--- config.mk ---
export PLATFORM = sky130hd
export DESIGN_NAME = uart_tx_arb_flat
export DESIGN_NICKNAME = d
export VERILOG_FILES = /design/src/rtl/uart_tx_arb_if.sv /design/src/rtl/uart_tx_arb.sv /design/src/flat_wrapper.sv
export SDC_FILE = /design/constraint.sdc
export NUM_CORES = 1
export LEC_CHECK = 0
export ABC_AREA = 1
export BUFFER_PORTS_ARGS = -buffer_cell sky130_fd_sc_hd__buf_2
export CORE_MARGIN = 2
export CORE_UTILIZATION = 48
export CTS_BUF_LIST = sky130_fd_sc_hd__clkbuf_8
export DETAILED_ROUTE_END_ITERATION = 10
export PLACE_DENSITY = 0.74
export SLEW_MARGIN = 20
export SYNTH_ARGS = -nofsm -noshare
export SYNTH_HDL_FRONTEND = slang
export SYNTH_SLANG_ARGS = --single-unit
--- constraint.sdc ---
create_clock -name sys_clk -period 2 [get_ports sys_clk]
set_input_delay 0.2 -clock sys_clk [delete_from_list [all_inputs] [get_ports sys_clk]]
set_output_delay 0.2 -clock sys_clk [all_outputs]
set_load 0.005 [all_outputs]
--- src/rtl/uart_tx_arb_if.sv ---
// Signal bundle between the byte producers (master) and the shared UART arbiter (slave).
interface uart_tx_arb_if #(
   parameter int N_REQ = 4
);
   // Handshake: req[i] is a level held with req_data byte i stable until ack[i] pulses for one
   // cycle; the byte is then on uart_din with a coincident uart_en strobe toward uart_send.
   logic [N_REQ-1:0]   req;
   logic [8*N_REQ-1:0] req_data;
   logic [N_REQ-1:0]   ack;
   logic               uart_en;
   logic [7:0]         uart_din;
   logic               busy;
   logic               dbg_state;

   modport master (
      output req, req_data,
      input  ack, uart_en, uart_din, busy, dbg_state
   );

   modport slave (
      input  req, req_data,
      output ack, uart_en, uart_din, busy, dbg_state
   );
endinterface

--- src/rtl/uart_tx_arb.sv ---
// Grants one of N_REQ byte sources to a shared uart_send, then idles for one frame plus guard.
// Define UART_ARB_FIXED_PRIO_EN for lowest-index-wins priority instead of round-robin.
module uart_tx_arb #(
   parameter int N_REQ     = 4,
   parameter int CLK_FREQ  = 50000000,
   parameter int UART_BPS  = 115200,
   parameter int GUARD_CYC = 16
) (
   input  logic         sys_clk,
   input  logic         sys_rst,
   uart_tx_arb_if.slave arb
);
   localparam int BPS_CNT   = CLK_FREQ / UART_BPS;
   localparam int FRAME_CYC = 10 * BPS_CNT;
   localparam int HOLD_CYC  = FRAME_CYC + GUARD_CYC;
   localparam int CNT_W     = $clog2(HOLD_CYC + 1);
   localparam int PTR_W     = $clog2(N_REQ);

   typedef enum logic {S_IDLE = 1'b0, S_HOLD = 1'b1} state_t;

   state_t           state_q, state_d;
   logic [CNT_W-1:0] cnt_q, cnt_d;
   logic [PTR_W-1:0] win;
   logic             grant;
   logic             en_d;
   logic [N_REQ-1:0] ack_d;
   logic [7:0]       din_d;

   assign grant = (state_q == S_IDLE) && (arb.req != '0);

`ifdef UART_ARB_FIXED_PRIO_EN
   always_comb begin
      win = '0;
      for (int i = N_REQ - 1; i >= 0; i--) begin
         if (arb.req[i]) win = PTR_W'(i);
      end
   end
`else
   logic [PTR_W-1:0] rr_ptr, rr_ptr_d;
   logic [PTR_W-1:0] cand;
   logic             found;

   // Scan upward from rr_ptr with wrap; first set request wins.
   always_comb begin
      win   = '0;
      cand  = '0;
      found = 1'b0;
      for (int off = 0; off < N_REQ; off++) begin
         cand = PTR_W'((int'(rr_ptr) + off) % N_REQ);
         if (!found && arb.req[cand]) begin
            found = 1'b1;
            win   = cand;
         end
      end
   end

   always_comb begin
      rr_ptr_d = rr_ptr;
      if (grant) rr_ptr_d = PTR_W'((int'(win) + 1) % N_REQ);
   end

   always_ff @(posedge sys_clk) begin
      if (sys_rst) rr_ptr <= '0;
      else         rr_ptr <= rr_ptr_d;
   end
`endif

   // State register; the handoff outputs are registered alongside it.
   always_ff @(posedge sys_clk) begin
      if (sys_rst) begin
         state_q      <= S_IDLE;
         cnt_q        <= '0;
         arb.uart_en  <= 1'b0;
         arb.ack      <= '0;
         arb.uart_din <= 8'h00;
      end else begin
         state_q      <= state_d;
         cnt_q        <= cnt_d;
         arb.uart_en  <= en_d;
         arb.ack      <= ack_d;
         arb.uart_din <= din_d;
      end
   end

   always_comb begin
      state_d = state_q;
      cnt_d   = cnt_q;
      case (state_q)
         S_IDLE: begin
            if (grant) begin
               state_d = S_HOLD;
               cnt_d   = '0;
            end
         end
         S_HOLD: begin
            cnt_d = cnt_q + 1'b1;
            if (cnt_q == CNT_W'(HOLD_CYC - 1)) state_d = S_IDLE;
         end
         default: state_d = S_IDLE;
      endcase
   end

   always_comb begin
      en_d  = 1'b0;
      ack_d = '0;
      din_d = arb.uart_din;
      if (grant) begin
         en_d       = 1'b1;
         ack_d[win] = 1'b1;
         din_d      = arb.req_data[{win, 3'b000} +: 8];
      end
   end

   assign arb.busy      = (state_q == S_HOLD);
   assign arb.dbg_state = state_q;
endmodule

--- src/flat_wrapper.sv ---
// flat-port wrapper written by rule: the top's interface ports become plain ports
module uart_tx_arb_flat 
#(
   parameter int N_REQ     = 4,
   parameter int CLK_FREQ  = 50000000,
   parameter int UART_BPS  = 115200,
   parameter int GUARD_CYC = 16
)
  (sys_clk, sys_rst, arb_req, arb_req_data, arb_ack, arb_uart_en, arb_uart_din, arb_busy, arb_dbg_state);
  uart_tx_arb_if #(.N_REQ(N_REQ)) arb_i ();
  input  logic sys_clk;
  input  logic sys_rst;
  input wire logic [$bits(arb_i.req)-1:0] arb_req;
  input wire logic [$bits(arb_i.req_data)-1:0] arb_req_data;
  output wire logic [$bits(arb_i.ack)-1:0] arb_ack;
  output wire logic [$bits(arb_i.uart_en)-1:0] arb_uart_en;
  output wire logic [$bits(arb_i.uart_din)-1:0] arb_uart_din;
  output wire logic [$bits(arb_i.busy)-1:0] arb_busy;
  output wire logic [$bits(arb_i.dbg_state)-1:0] arb_dbg_state;
  assign arb_i.req = arb_req;
  assign arb_i.req_data = arb_req_data;
  assign arb_ack = arb_i.ack;
  assign arb_uart_en = arb_i.uart_en;
  assign arb_uart_din = arb_i.uart_din;
  assign arb_busy = arb_i.busy;
  assign arb_dbg_state = arb_i.dbg_state;
  uart_tx_arb #(.N_REQ(N_REQ), .CLK_FREQ(CLK_FREQ), .UART_BPS(UART_BPS), .GUARD_CYC(GUARD_CYC)) u_core (.sys_clk(sys_clk), .sys_rst(sys_rst), .arb(arb_i));
endmodule
**Word-level counts from Yosys, hierarchy flattened**

Index checks and enable logic that the tools add are counted.
Widths: inputs -> output; s select.

- Register bits: 29
- Input port bits: 38
- Output and inout port bits: 15

- $add $sub $neg: 5
- Order comparisons: 6
- Equality and inequality tests: 2
- Shift-type cells: 1
- Muxes and demuxes: 22
- Bitwise gates (word level): 2
- Reductions and logical operators: 10

Operators by type and width:

| kind | count |
|---|---|
| $shiftx 32x6->8 | 1 |
| $pmux 13 s2 | 1 |
| $lt 2x3->1 const B | 5 |
| $add 13x1->13 const B | 1 |
| $eq 13x13->1 const B | 1 |
| $mux 13 | 1 |
| $mux 1 | 10 |
| $bmux 1 s2 | 4 |
| $mux 2 | 4 |
| $logic_and 1x1->1 | 5 |
| $add 2x1->2 const B | 2 |
| $add 2x2->2 const B | 2 |
| $reduce_bool 4->1 | 1 |
| $logic_not 1->1 | 3 |
| $demux 1 s2 | 1 |
| $ge 2x1->1 const B | 1 |
| $ne 2x1->1 const B | 1 |
| $not 1->1 | 2 |
| $pmux 1 s2 | 1 |
| $reduce_or 2->1 | 1 |

**Logic depth before layout (Yosys ltp)**

Gate-level depths: netlist (run 1).

- Depth after elaboration: 16
- Depth in mapped cells: 15

**Worst setup path before layout (run 1)**

No wires, ideal clock.

- Path type: flip-flop to flip-flop
- Start point: register u_core.rr_ptr[0]
- End point: register u_core.rr_ptr[1]
- Setup time: 0.122 ns
- Arrival time: 1.659 ns
- Slack: 0.219 ns
- Cell stages (with the launch flop): 14
- Buffers on the path: 1
- Clock period less this slack: 1.781 ns
- Cells stage by stage: dfxtp_1 buf_6 nand2_1 nand2_1 nand2_1 nand2_2 nor2_4 nand2_2 nand3_4 nand2_2 inv_1 ha_1 nand2_1 o21ai_0

- Longest elaborated chain between the ends: 13
- Elaborated cells on any way between the ends: 25
- Classes of those cells: add/sub: 4; mux: 15; reduce/logical: 6

Ends and longest elaborated chain:

| item | line | source |
|---|---|---|
| start, declared | uart_tx_arb.sv:39 | `logic [PTR_W-1:0] rr_ptr, rr_ptr_d;` |
| start signal, assigned | uart_tx_arb.sv:64 | `else rr_ptr <= rr_ptr_d;` |
| parallel branches: the longest is 11 deep, another holds $add 2x1->2 | - |  |
| $mux 2 (*) | uart_tx_arb.sv:50 | `if (!found && arb.req[cand]) begin` |
| $add 2x1->2 (*) | uart_tx_arb.sv:59 | `if (grant) rr_ptr_d = PTR_W'((int'(win) + 1) % N_REQ);` |

Every way passes the cells marked *. The select of a mux whose other input is x is not followed.
A chain may end at the register's enable or synchronous reset.

**Final worst setup path (run 1)**

Same ends and word-level chain as after synthesis.

==> results of run 1 <==
how the worst max path moves through the flow:
stage                             startpoint                             endpoint  slack (ps)  depth (start not counted)
2_1_floorplan  u_core.rr_ptr[0]$_SDFFE_PP0P_        u_core.rr_ptr[1]$_SDFFE_PP0P_         220                         13
3_3_place_gp   u_core.rr_ptr[0]$_SDFFE_PP0P_  u_core.arb.uart_din[6]$_SDFFE_PP0P_         190                         12
3_5_place_dp   u_core.rr_ptr[0]$_SDFFE_PP0P_        u_core.rr_ptr[1]$_SDFFE_PP0P_         150                         13
4_1_cts        u_core.rr_ptr[0]$_SDFFE_PP0P_        u_core.rr_ptr[1]$_SDFFE_PP0P_         140                         13
5_1_grt        u_core.rr_ptr[0]$_SDFFE_PP0P_        u_core.rr_ptr[1]$_SDFFE_PP0P_           4                         13
6_report       u_core.rr_ptr[0]$_SDFFE_PP0P_        u_core.rr_ptr[1]$_SDFFE_PP0P_         190                         13
power groups by stage:
| stage | logic [W] | clock network (W) | registers (W) |
|---|---|---|---|
| floorplan | 0.00114 | 0 | 0.000720 |
| global placement | 0.00153 | 0 | 0.000716 |
| detailed placement | 0.00153 | 0 | 0.000717 |
| CTS | 0.00154 | 0.000478 | 0.000707 |
| global route | 0.00178 | 0.000507 | 0.000722 |
| finish | 0.00155 | 0.000467 | 0.000712 |
placed cells by master, fill, tap and decap left out, types with 3 or more instances in the layout:
master | netlist | final
dfxtp_1 | 29 | 27
o21ai_0 | 5 | 5
nand2_2 | 7 | 6
inv_2 | 4 | 3
nand3_1 | 57 | 56
nor2_1 | 32 | 32
nand2_1 | 71 | 71
a211oi_1 | 3 | 3
nand3_4 | 3 | 3
clkbuf_8 | 0 | 6
inv_1 | 64 | 65
buf_2 | 0 | 52
ha_1 | 5 | 5
a21oi_1 | 8 | 8
cells by family after synthesis:
kind of cell               share of synthesized area
xor gates and xnor gates                    0.004585
buffers and inverters                         0.1670
DFF                                           0.3039
AOI/OAI and AO/OA                            0.06156
adders and majority gates                    0.03274
and+or+nand+nor                               0.4303
area by class of cell:
type | instances | area [um2]
tap | 48 | 60.06
inverter | 69 | 261.5
fill | 372 | 1405
sequential | 29 | 583.1
clock buffer | 6 | 82.58
clock inverter | 1 | 3.754
timing repair buffer | 57 | 326.6
multi-input combinational | 204 | 1021
metal layers:
metal	vias to the layer above	wire length, um
met5	-	0
li1	1071	-
met2	54	1847
met3	2	288
met4	0	20
met1	857	1906
worst max-delay path: cells and delay by family, from the launching register on:
kind | cells | cell delay, ps
simple gates | 9 | 760
compound gates | 1 | 60
fa+ha+maj | 1 | 290
flops | 1 | 350
buf+inv | 2 | 220
registers in the layout (all words and copies together) (netlist names):
| name | cells |
|---|---|
| u_core.arb.uart_en | 1 |
| u_core.arb.uart_din | 8 |
| u_core.arb.ack | 4 |
| u_core.arb.busy | 1 |
| u_core.rr_ptr | 2 |
| u_core.cnt_q | 13 |
metrics by stage:
stage,instances,hold WS [ps]
6_report,414,303.5
5_1_grt,414,330.7
4_1_cts,414,302.0
3_5_place_dp,407,455.5
3_3_place_gp,407,453.5
2_1_floorplan,310,436.7
what timing repair did:
item                                   in CTS  in global routing
setup endpoints to repair                   0                  9
endpoints found under the hold margin       0                  0
resized for setup                           0                  6
==> results.md, run 1 <==
- Core region area: 3744 um2
- # diodes: 0
- CP Class: reg2reg
- CP startpoint kind: flip-flop
- Setup bufs post-CTS: 0
- CTS max path bufs: 2
- Register area share after synthesis: 0.3039
- Synthesized area: 1911 um2
- R2R Path Start: u_core.rr_ptr[0]$_SDFFE_PP0P_
- Period utilization: 0.9057
- Grt met1 use: 0.2389
- CTS H-tree depth: 2
- First-pass GRT wire length: 7.072 mm
- Max_cap viols: 0
- Worst Hold End: u_core.cnt_q[1]$_SDFFE_PP0P_
- Slowest stage cell on the critical path: dfxtp_2
- Placer congestion estimate: 0.8614
- Async set-or-reset flop fraction in the synthesized netlist: 0
- IO buf count: 52
- Layout area overhead: 22.40%
- DR WL/cell: 9.812 um
- Vias: 1984
- Hold depth: 2
- Reg2reg path depth: 13
- Sequential share of power: 0.261
- EDFF count, synth: 0
- Leakage: 1.306 nW
- Setup violators final: 0
- Post-synth top area share: 0.3039
- Clock share of power: 0.171
- Site Rows: 22
- Hold_buf cts: 0
- CP Data Arrival Time: 1970 ps
- Fin crit period: 1811 ps
- Slew headroom: 0.7061
- CTS sink cnt: 29
- Critical path cell sequence: buf_6 -> nand2_1 -> nand2_1 -> nand2_1 -> nand2_2 -> nor2_4 -> nand2_2 -> nand3_4 -> nand2_4 -> inv_1 -> ha_1 -> nand2_1 -> o21ai_0
- Max incr delay on CP: 350 ps
- Synth Instances: 310
- Synthesized flop and latch total: 29
- Layout cells sized above 1: 0.2240
- Die Y: 67.09 um
- Num CTS Buffers: 5
- Initial antenna violation count: 0
- Slack of the critical path: 188.6 ps
- Met2 Usage GRT: 0.3552
- Worst Max-Slew Pin Slew: 438.1 ps
- Fmax: 552.1 MHz
- Largest net degree at the start of global routing: 18
- Die ar.: 4501 um2
- Utilization of the core after routing: 0.6247
- Initial Util: 0.5104
- Drt via density: 4.792
- TNS Setup: 0 ps
- Req. time, crit path: 2160 ps
- Busiest grt layer: met2
- RSZ-0062 raised after global routing: false
- Total grt overflow: 0
- Met3 Use GR: 0.07432
- DRC: 0
- R2r endpoint: u_core.rr_ptr[1]$_SDFFE_PP0P_
- Count leader, synth: nand2_1
- Number of global-route vias before repair: 1795
- Sw Share: 0.4355
- Gr usage total: 0.2060
- WL final: 4.062 mm
- DR pass1 iterations: 4
- Commonest cells in the netlist: nand2_1 (71), inv_1 (64), nand3_1 (57), nor2_1 (32), dfxtp_1 (29)
- Skew final: 3.709 ps
- Root buf cell: clkbuf_8
- Hpwl dp: 3.175 mm
- Pwr dens: 1167 nW/um2
- Die width: 67.09 um
- Syn_nets: 353
- Yosys warnings: 0
- Cell taking the most area after synthesis: dfxtp_1
- P_sw: 0.001189 W
- DRT iter0 DRCs: 110
- Place WS: 149.4 ps
- Status: complete, no violations
- Final ANT Viol Nets: 0
- Synth cell types: 26
- Kind of path behind the tightest hold check: in2reg
- HP Start: sys_rst
- Int Power: 0.001541 W
- CTS tree: yes
- Placed Area: 2233 um2
- Max FO, Critical Path: 10
- Final non-filler cell area: 2338 um2
- Io pins: 53
- Worst-Skew Late Latency: 280 ps
- Final slew viol count: 0
- CP most frequent cell: nand2_1
- Syn Area/Cell: 6.163 um2
- Ys flop type: dfxtp_1
- Reg2reg setup slack: 190 ps
- Final Hold Fails: 0
- Gate power share: 0.568
- Final Net Count: 409
- Peak supply drop: 566.3 uV
- Worst Setup End Kind: flip-flop
- CTS clk-pin slew, worst paths: 60 ps
- Synth area leaders: dfxtp_1 (30%), nand3_1 (15%), nand2_1 (14%), inv_1 (13%), nor2_1 (6.3%)
- Power, Total: 0.002730 W
Note: power is estimated with default switching activity, not from simulation.
==> run 2: changes to the inputs <==
--- a/config.mk
+++ b/config.mk
@@ -7,11 +7,13 @@
 export LEC_CHECK = 0
 export ABC_AREA = 1
 export BUFFER_PORTS_ARGS = -buffer_cell sky130_fd_sc_hd__buf_2
+export CELL_PAD_IN_SITES_DETAIL_PLACEMENT = 1
+export CELL_PAD_IN_SITES_GLOBAL_PLACEMENT = 1
 export CORE_MARGIN = 2
-export CORE_UTILIZATION = 48
+export CORE_UTILIZATION = 37
 export CTS_BUF_LIST = sky130_fd_sc_hd__clkbuf_8
 export DETAILED_ROUTE_END_ITERATION = 10
-export PLACE_DENSITY = 0.74
+export PLACE_DENSITY_LB_ADDON = 0.1
 export SLEW_MARGIN = 20
 export SYNTH_ARGS = -nofsm -noshare
 export SYNTH_HDL_FRONTEND = slang
==> results.md, run 2 (synthesized netlist as in run 1, its figures left out) <==
- Skew final: 9.354 ps (+5.645 ps)
- DRT iter0 DRCs: 66 (-40%)
- Core region area: 5042 um2 (+35%)
- Max reg flops: 13 (unchanged)
- Hold WS: 314.4 ps (+10.93 ps)
- Top Registers: u_core.cnt_q (13), u_core.arb.uart_din (8), u_core.arb.ack (4)
- Die Y: 75.86 um (+13%)
- DRC: 0 (unchanged)
- Setup violators final: 0 (unchanged)
- CTS tree: yes
- Worst-Skew Late Latency: 280 ps (about the same)
- Hpwl dp: 4.104 mm (+29%)
- CP Data Arrival Time: 1970 ps (about the same)
- Slew headroom: 0.7668 (+0.06068)
- Largest net degree at the start of global routing: 18 (unchanged)
- Gate power share: 0.584 (+0.016)
- P_sw: 0.001309 W (+10%)
- Final Hold Fails: 0 (unchanged)
- Crit path capture: u_core.rr_ptr[1]$_SDFFE_PP0P_
- DR pass1 iterations: 5 (+1)
- Gr usage total: 0.1966 (-0.009373)
- Period utilization: 0.9043 (-0.001401)
- Pwr dens: 1196 nW/um2 (+2.5%)
- Sw Share: 0.4565 (+0.02102)
- IO buf count: 52 (unchanged)
- Number of global-route vias before repair: 1988 (+11%)
- Root buf cell: clkbuf_8
- R2R Path Start: u_core.rr_ptr[0]$_SDFFE_PP0P_
- Fin crit period: 1809 ps (-2.801 ps)
- Initial antenna violation count: 0 (unchanged)
- # diodes: 0 (unchanged)
- Req. time, crit path: 2160 ps (about the same)
- Die width: 75.86 um (+13%)
- Status: complete, no violations
- Die ar.: 5755 um2 (+28%)
- Placed Area: 2268 um2 (+1.6%)
- CTS H-tree depth: 2 (unchanged)
- Utilization of the core after routing: 0.4754 (-0.1492)
- Layout cells sized above 1: 0.2439 (+0.01986)
- Most common cell after layout, fill and taps aside: nand2_1
- Final slew viol count: 0 (unchanged)
- Kind of path behind the tightest hold check: in2reg
- Commonest cells after routing, fill and taps aside: nand2_1 (71), inv_1 (63), nand3_1 (55), buf_2 (52), nor2_1 (30)
- CTS clk-pin slew, worst paths: 60 ps (about the same)
- DR WL/cell: 11.74 um (+20%)
- Layout area overhead: 25.47%
- Critical Path Source: u_core.rr_ptr[0]$_SDFFE_PP0P_
- WL final: 5.154 mm (+27%)
- Reg2reg setup slack: 190 ps (about the same)
- Final ANT Viol Nets: 0 (unchanged)
- Reg2reg path depth: 12 (-1)
- Peak supply drop: 498.8 uV (-12%)
- Int Power: 0.001558 W (+1.1%)
- Vias: 2065 (+4.1%)
- CP startpoint kind: flip-flop
- CP Class: reg2reg
- R2r endpoint: u_core.rr_ptr[1]$_SDFFE_PP0P_
- Clock share of power: 0.164 (-0.007)
- Final non-filler cell area: 2397 um2 (+2.5%)
- Worst Max-Slew Pin Slew: 349.8 ps (-88.36 ps)
- Drt via density: 4.704 (-1.8%)
- Max FO, Critical Path: 7 (-3)
- Placer congestion estimate: 0.8234 (-4.4%)
- Fmax: 552.9 MHz (+0.15%)
- Largest reg by FF count: u_core.cnt_q
- Total grt overflow: 0 (unchanged)
- Leakage: 1.313 nW (+0.51%)
- Site Rows: 26 (+18%)
- Max_cap viols: 0 (unchanged)
- Num CTS Buffers: 5 (unchanged)
- Final Net Count: 411 (+0.49%)
- Sequential share of power: 0.252 (-0.009)
- CTS max path bufs: 2 (unchanged)
- First-pass GRT wire length: 8.735 mm (+24%)
- Worst Setup End Kind: flip-flop
- Io pins: 53 (unchanged)
- Layout filler cell count: 705 (+90%)
- CTS sink cnt: 29 (unchanged)
- Initial Util: 0.3789 (-0.1315)
run 2: cell types whose count changed in the layout (fill, tap and decap cells not counted), moves of 2 or more:
cell	previous run	this run
clkinv_2	0	2
inv_1	65	63
nor2_1	32	30
nor2_2	0	2
run 2: metal layers:
layer	track usage	wire length, um	vias up
met5	0	0	-
met2	0.3218	2384	47
met4	0.06823	105	0
met3	0.03968	205	11
li1	-	-	1076
met1	0.2566	2459	931
run 2: repair_timing:
item                       in CTS  in global routing
setup endpoints to repair       0                 12
setup buffers                   0                  1
hold buffers                    0                  0
resized for setup               0                 12
run 2: worst min path at each step:
stage	from	endpoint	cells after the start
after floorplan	u_core.cnt_q[12]$_SDFFE_PP0P_	u_core.cnt_q[12]$_SDFFE_PP0P_	1
after global placement	u_core.cnt_q[12]$_SDFFE_PP0P_	u_core.cnt_q[12]$_SDFFE_PP0P_	1
after detailed placement	u_core.cnt_q[12]$_SDFFE_PP0P_	u_core.cnt_q[12]$_SDFFE_PP0P_	1
after CTS	sys_rst	u_core.cnt_q[1]$_SDFFE_PP0P_	2
after global routing	sys_rst	u_core.cnt_q[1]$_SDFFE_PP0P_	2
final	sys_rst	u_core.cnt_q[1]$_SDFFE_PP0P_	2
run 2: cell type report:
class,instances,area [um2],share of cell area
Tap cell,70,87.58,0.03653
Clock inverter,3,17.52,0.007307
Timing Repair Buffer,59,345.3,0.1440
Sequential cell,29,585.6,0.2443
Clock buffer,5,68.82,0.02871
Multi-Input combinational cell,204,1031,0.4301
Inverter,69,261.5,0.1091
run 2: metrics by stage:
step	cells	total power, W	TNS (ps)	worst slack [ps]
after global placement	430	0.002308	0	126.0
after floorplan	310	0.001857	0	219.0
final	439	0.002867	0	191.4
after detailed placement	430	0.002335	0	68.19
after global routing	439	0.003141	-1.013	-1.013
after CTS	438	0.002818	0	56.24
run 2: power groups by stage:
stage	Clock (W)	Sequential [W]	Combinational, W
floorplan	0	0.000720	0.00114
global placement	0	0.000724	0.00158
detailed placement	0	0.000726	0.00161
CTS	0.000486	0.000714	0.00162
global route	0.000520	0.000732	0.00189
finish	0.000470	0.000722	0.00168
run 2: worst max-delay path: stages (launching register included):
cell and delay, ps:
dfxtp_4 370, buf_6 140, nand2_2 70, nand3_1 120, nand2_2 150, inv_2 70
nand2_1 120, nand3_4 110, nand2_4 90, inv_2 50, ha_1 280, nand2_1 60
o21ai_0 70
==> run 3: changes to the inputs <==
--- a/config.mk
+++ b/config.mk
@@ -10,7 +10,7 @@
 export CELL_PAD_IN_SITES_DETAIL_PLACEMENT = 1
 export CELL_PAD_IN_SITES_GLOBAL_PLACEMENT = 1
 export CORE_MARGIN = 2
-export CORE_UTILIZATION = 37
+export CORE_UTILIZATION = 33
 export CTS_BUF_LIST = sky130_fd_sc_hd__clkbuf_8
 export DETAILED_ROUTE_END_ITERATION = 10
 export PLACE_DENSITY_LB_ADDON = 0.1
==> constraint.sdc (replaced) <==
create_clock -name sys_clk -period 1.63 [get_ports sys_clk]
set_input_delay 0.163 -clock sys_clk [delete_from_list [all_inputs] [get_ports sys_clk]]
set_output_delay 0.163 -clock sys_clk [all_outputs]
set_load 0.005 [all_outputs]
==> results.md, run 3 (synthesized netlist as in run 1, its figures left out) <==
- Number of global-route vias before repair: 2449 (+23%)
- Initial Util: 0.3449 (-0.03406)
- WL final: 7.260 mm (+41%)
- Num CTS Buffers: 5 (unchanged)
- Violated checks: negative setup slack
- Req. time, crit path: 1810 ps (-350 ps)
- CTS clk-pin slew, worst paths: 70 ps (about the same)
- DRT iter0 DRCs: 99 (+50%)
- DRC: 0 (unchanged)
- Worst Setup End Kind: flip-flop
- # diodes: 0 (unchanged)
- Peak supply drop: 667.8 uV (+34%)
- FF/Latch Area: 591.8 um2 (+1.1%)
- Largest reg by FF count: u_core.cnt_q
- Hold_buf cts: 0 (unchanged)
- Die Y: 80.09 um (+5.6%)
- Die ar.: 6414 um2 (+11%)
- Core region area: 5540 um2 (+9.9%)
- Slew headroom: 0.7848 (+0.01799)
- Die width: 80.09 um (+5.6%)
- Leakage: 1.655 nW (+26%)
- Drt via density: 4.846 (+3.0%)
- Max_cap viols: 0 (unchanged)
- Vias: 2331 (+13%)
- Layout cells sized above 1: 0.5061 (+0.2622)
- CTS H-tree depth: 2 (unchanged)
- Layout filler cell count: 733 (+4.0%)
- Worst Max-Slew Pin Slew: 322.8 ps (-26.94 ps)
- Fmax: 533.1 MHz (-3.6%)
- Hpwl dp: 4.598 mm (+12%)
- Fin crit period: 1876 ps (+67.15 ps)
- Int Power: 0.002761 W (+77%)
- P_sw: 0.002379 W (+82%)
- Power, Total: 0.005140 W (+79%)
- Placer congestion estimate: 0.8301 (+0.81%)
- Status: complete, but fails checks
- Final ANT Viol Nets: 0 (unchanged)
- CP Class: reg2reg
- Layout area overhead: 67.39%
- Kind of path behind the tightest hold check: in2reg
- DR WL/cell: 15.09 um (+29%)
- Top Registers: u_core.cnt_q (13), u_core.arb.uart_din (8), u_core.arb.ack (4)
- Worst-Skew Late Latency: 280 ps (about the same)
- Setup violators final: 14 (+14)
- Site Rows: 27 (+3.8%)
- Multi-input logic area: 1468 um2 (+42%)
- Skew final: 8.818 ps (-0.5358 ps)
- Sw Share: 0.4628 (+0.006306)
- DR pass1 iterations: 4 (-1)
- Clock share of power: 0.151 (-0.013)
- RSZ-0062 raised after global routing: true
- Final Net Count: 451 (+9.7%)
- Hold WS: 279.1 ps (-35.38 ps)
- Post-Layout Cell Count: 481 (+9.6%)
- CTS tree: yes
- CP Data Arrival Time: 2050 ps (+80 ps)
- Max FO, Critical Path: 6 (-1)
- CTS sink cnt: 29 (unchanged)
- Io pins: 53 (unchanged)
- Total grt overflow: 0 (unchanged)
- Initial antenna violation count: 0 (unchanged)
- IO buf count: 52 (unchanged)
- First-pass GRT wire length: 11.10 mm (+27%)
- Root buf cell: clkbuf_8
- Commonest cells after routing, fill and taps aside: nand2_1 (54), inv_1 (54), buf_2 (52), buf_4 (39), nand3_2 (33)
- Final Hold Fails: 0 (unchanged)
- Period utilization: 1.151 (+0.2465)
- Pwr dens: 1607 nW/um2 (+34%)
- Gate power share: 0.675 (+0.091)
- Final slew viol count: 0 (unchanged)
- CP startpoint kind: flip-flop
- Slack of the critical path: -245.8 ps (-437.2 ps)
- Largest net degree at the start of global routing: 17 (-1)
- Sequential share of power: 0.174 (-0.078)
- Placed Cells: 453 (+5.3%)
- Gr usage total: 0.2191 (+0.02243)
- CTS max path bufs: 2 (unchanged)
- Max reg flops: 13 (unchanged)
-- run 3: worst paths after layout --
path | startpoint | to | slack, ps | cells after the start
max | u_core.rr_ptr[0]$_SDFFE_PP0P_ | u_core.arb.uart_din[1]$_SDFFE_PP0P_ | -250 | 14
max reg2reg | u_core.rr_ptr[0]$_SDFFE_PP0P_ | u_core.arb.uart_din[1]$_SDFFE_PP0P_ | -250 | 14
min | arb_req_data[5] | u_core.arb.uart_din[5]$_SDFFE_PP0P_ | 280 | 7
min reg2reg | u_core.cnt_q[12]$_SDFFE_PP0P_ | u_core.cnt_q[12]$_SDFFE_PP0P_ | 480 | 1
-- run 3: final cells by class --
cell class,count,area share
Clock buffer,6,0.02582
Clock inverter,2,0.01056
Inverter,69,0.08568
Multi-Input combinational cell,206,0.4589
Sequential cell,29,0.1851
Tap cell,72,0.02817
Timing Repair Buffer,97,0.2058
-- run 3: critical path, stage by stage (launching register included) --
cell	delay, ps
dfxtp_4	360
buf_8	140
nand2_2	60
nand2_2	80
nand2_4	90
nand2_4	60
nor2_4	170
nand2_2	80
nand3_4	170
buf_12	170
nand3_2	90
nand3_2	110
nand3_2	80
nand2_1	60
inv_1	30
-- run 3: through the flow --
| step | utilization | TNS, ps | setup slack, ps | area [um2] |
|---|---|---|---|---|
| 2_1_floorplan | - | -18.31 | -18.31 | 1936 |
| 3_3_place_gp | 0.4406 | -1508 | -180.5 | 2441 |
| 3_5_place_dp | 0.4406 | -2029 | -215.7 | 2441 |
| 4_1_cts | 0.5183 | -1781 | -166.8 | 2872 |
| 5_1_grt | 0.5772 | -4250 | -333.3 | 3198 |
| 6_report | 0.5772 | -2211 | -245.8 | 3198 |
-- run 3: what timing repair did --
item | in CTS | in global routing
endpoints found under the setup margin | 16 | 21
pin swaps | 39 | 33
buffers inserted | 12 | 6
gates cloned | 3 | 0
gates resized for setup | 43 | 77
-- run 3: metal layers --
| layer | part of all wire | global-route usage |
|---|---|---|
| met2 | 0.54 | 0.3975 |
| met3 | 0.037 | 0.04270 |
| met4 | 0.018 | 0.06441 |
| met1 | 0.40 | 0.2591 |
| met5 | 0 | 0 |
-- run 3: power by group through the flow --
stage / combinational [W] / clock, W / sequential (W)
3_3_place_gp: 0.00222 / 0 / 0.000883
4_1_cts: 0.00283 / 0.000786 / 0.000879
5_1_grt: 0.00378 / 0.000821 / 0.000906
2_1_floorplan: 0.00147 / 0 / 0.000889
6_report: 0.00347 / 0.000775 / 0.000897
3_5_place_dp: 0.00226 / 0 / 0.000886
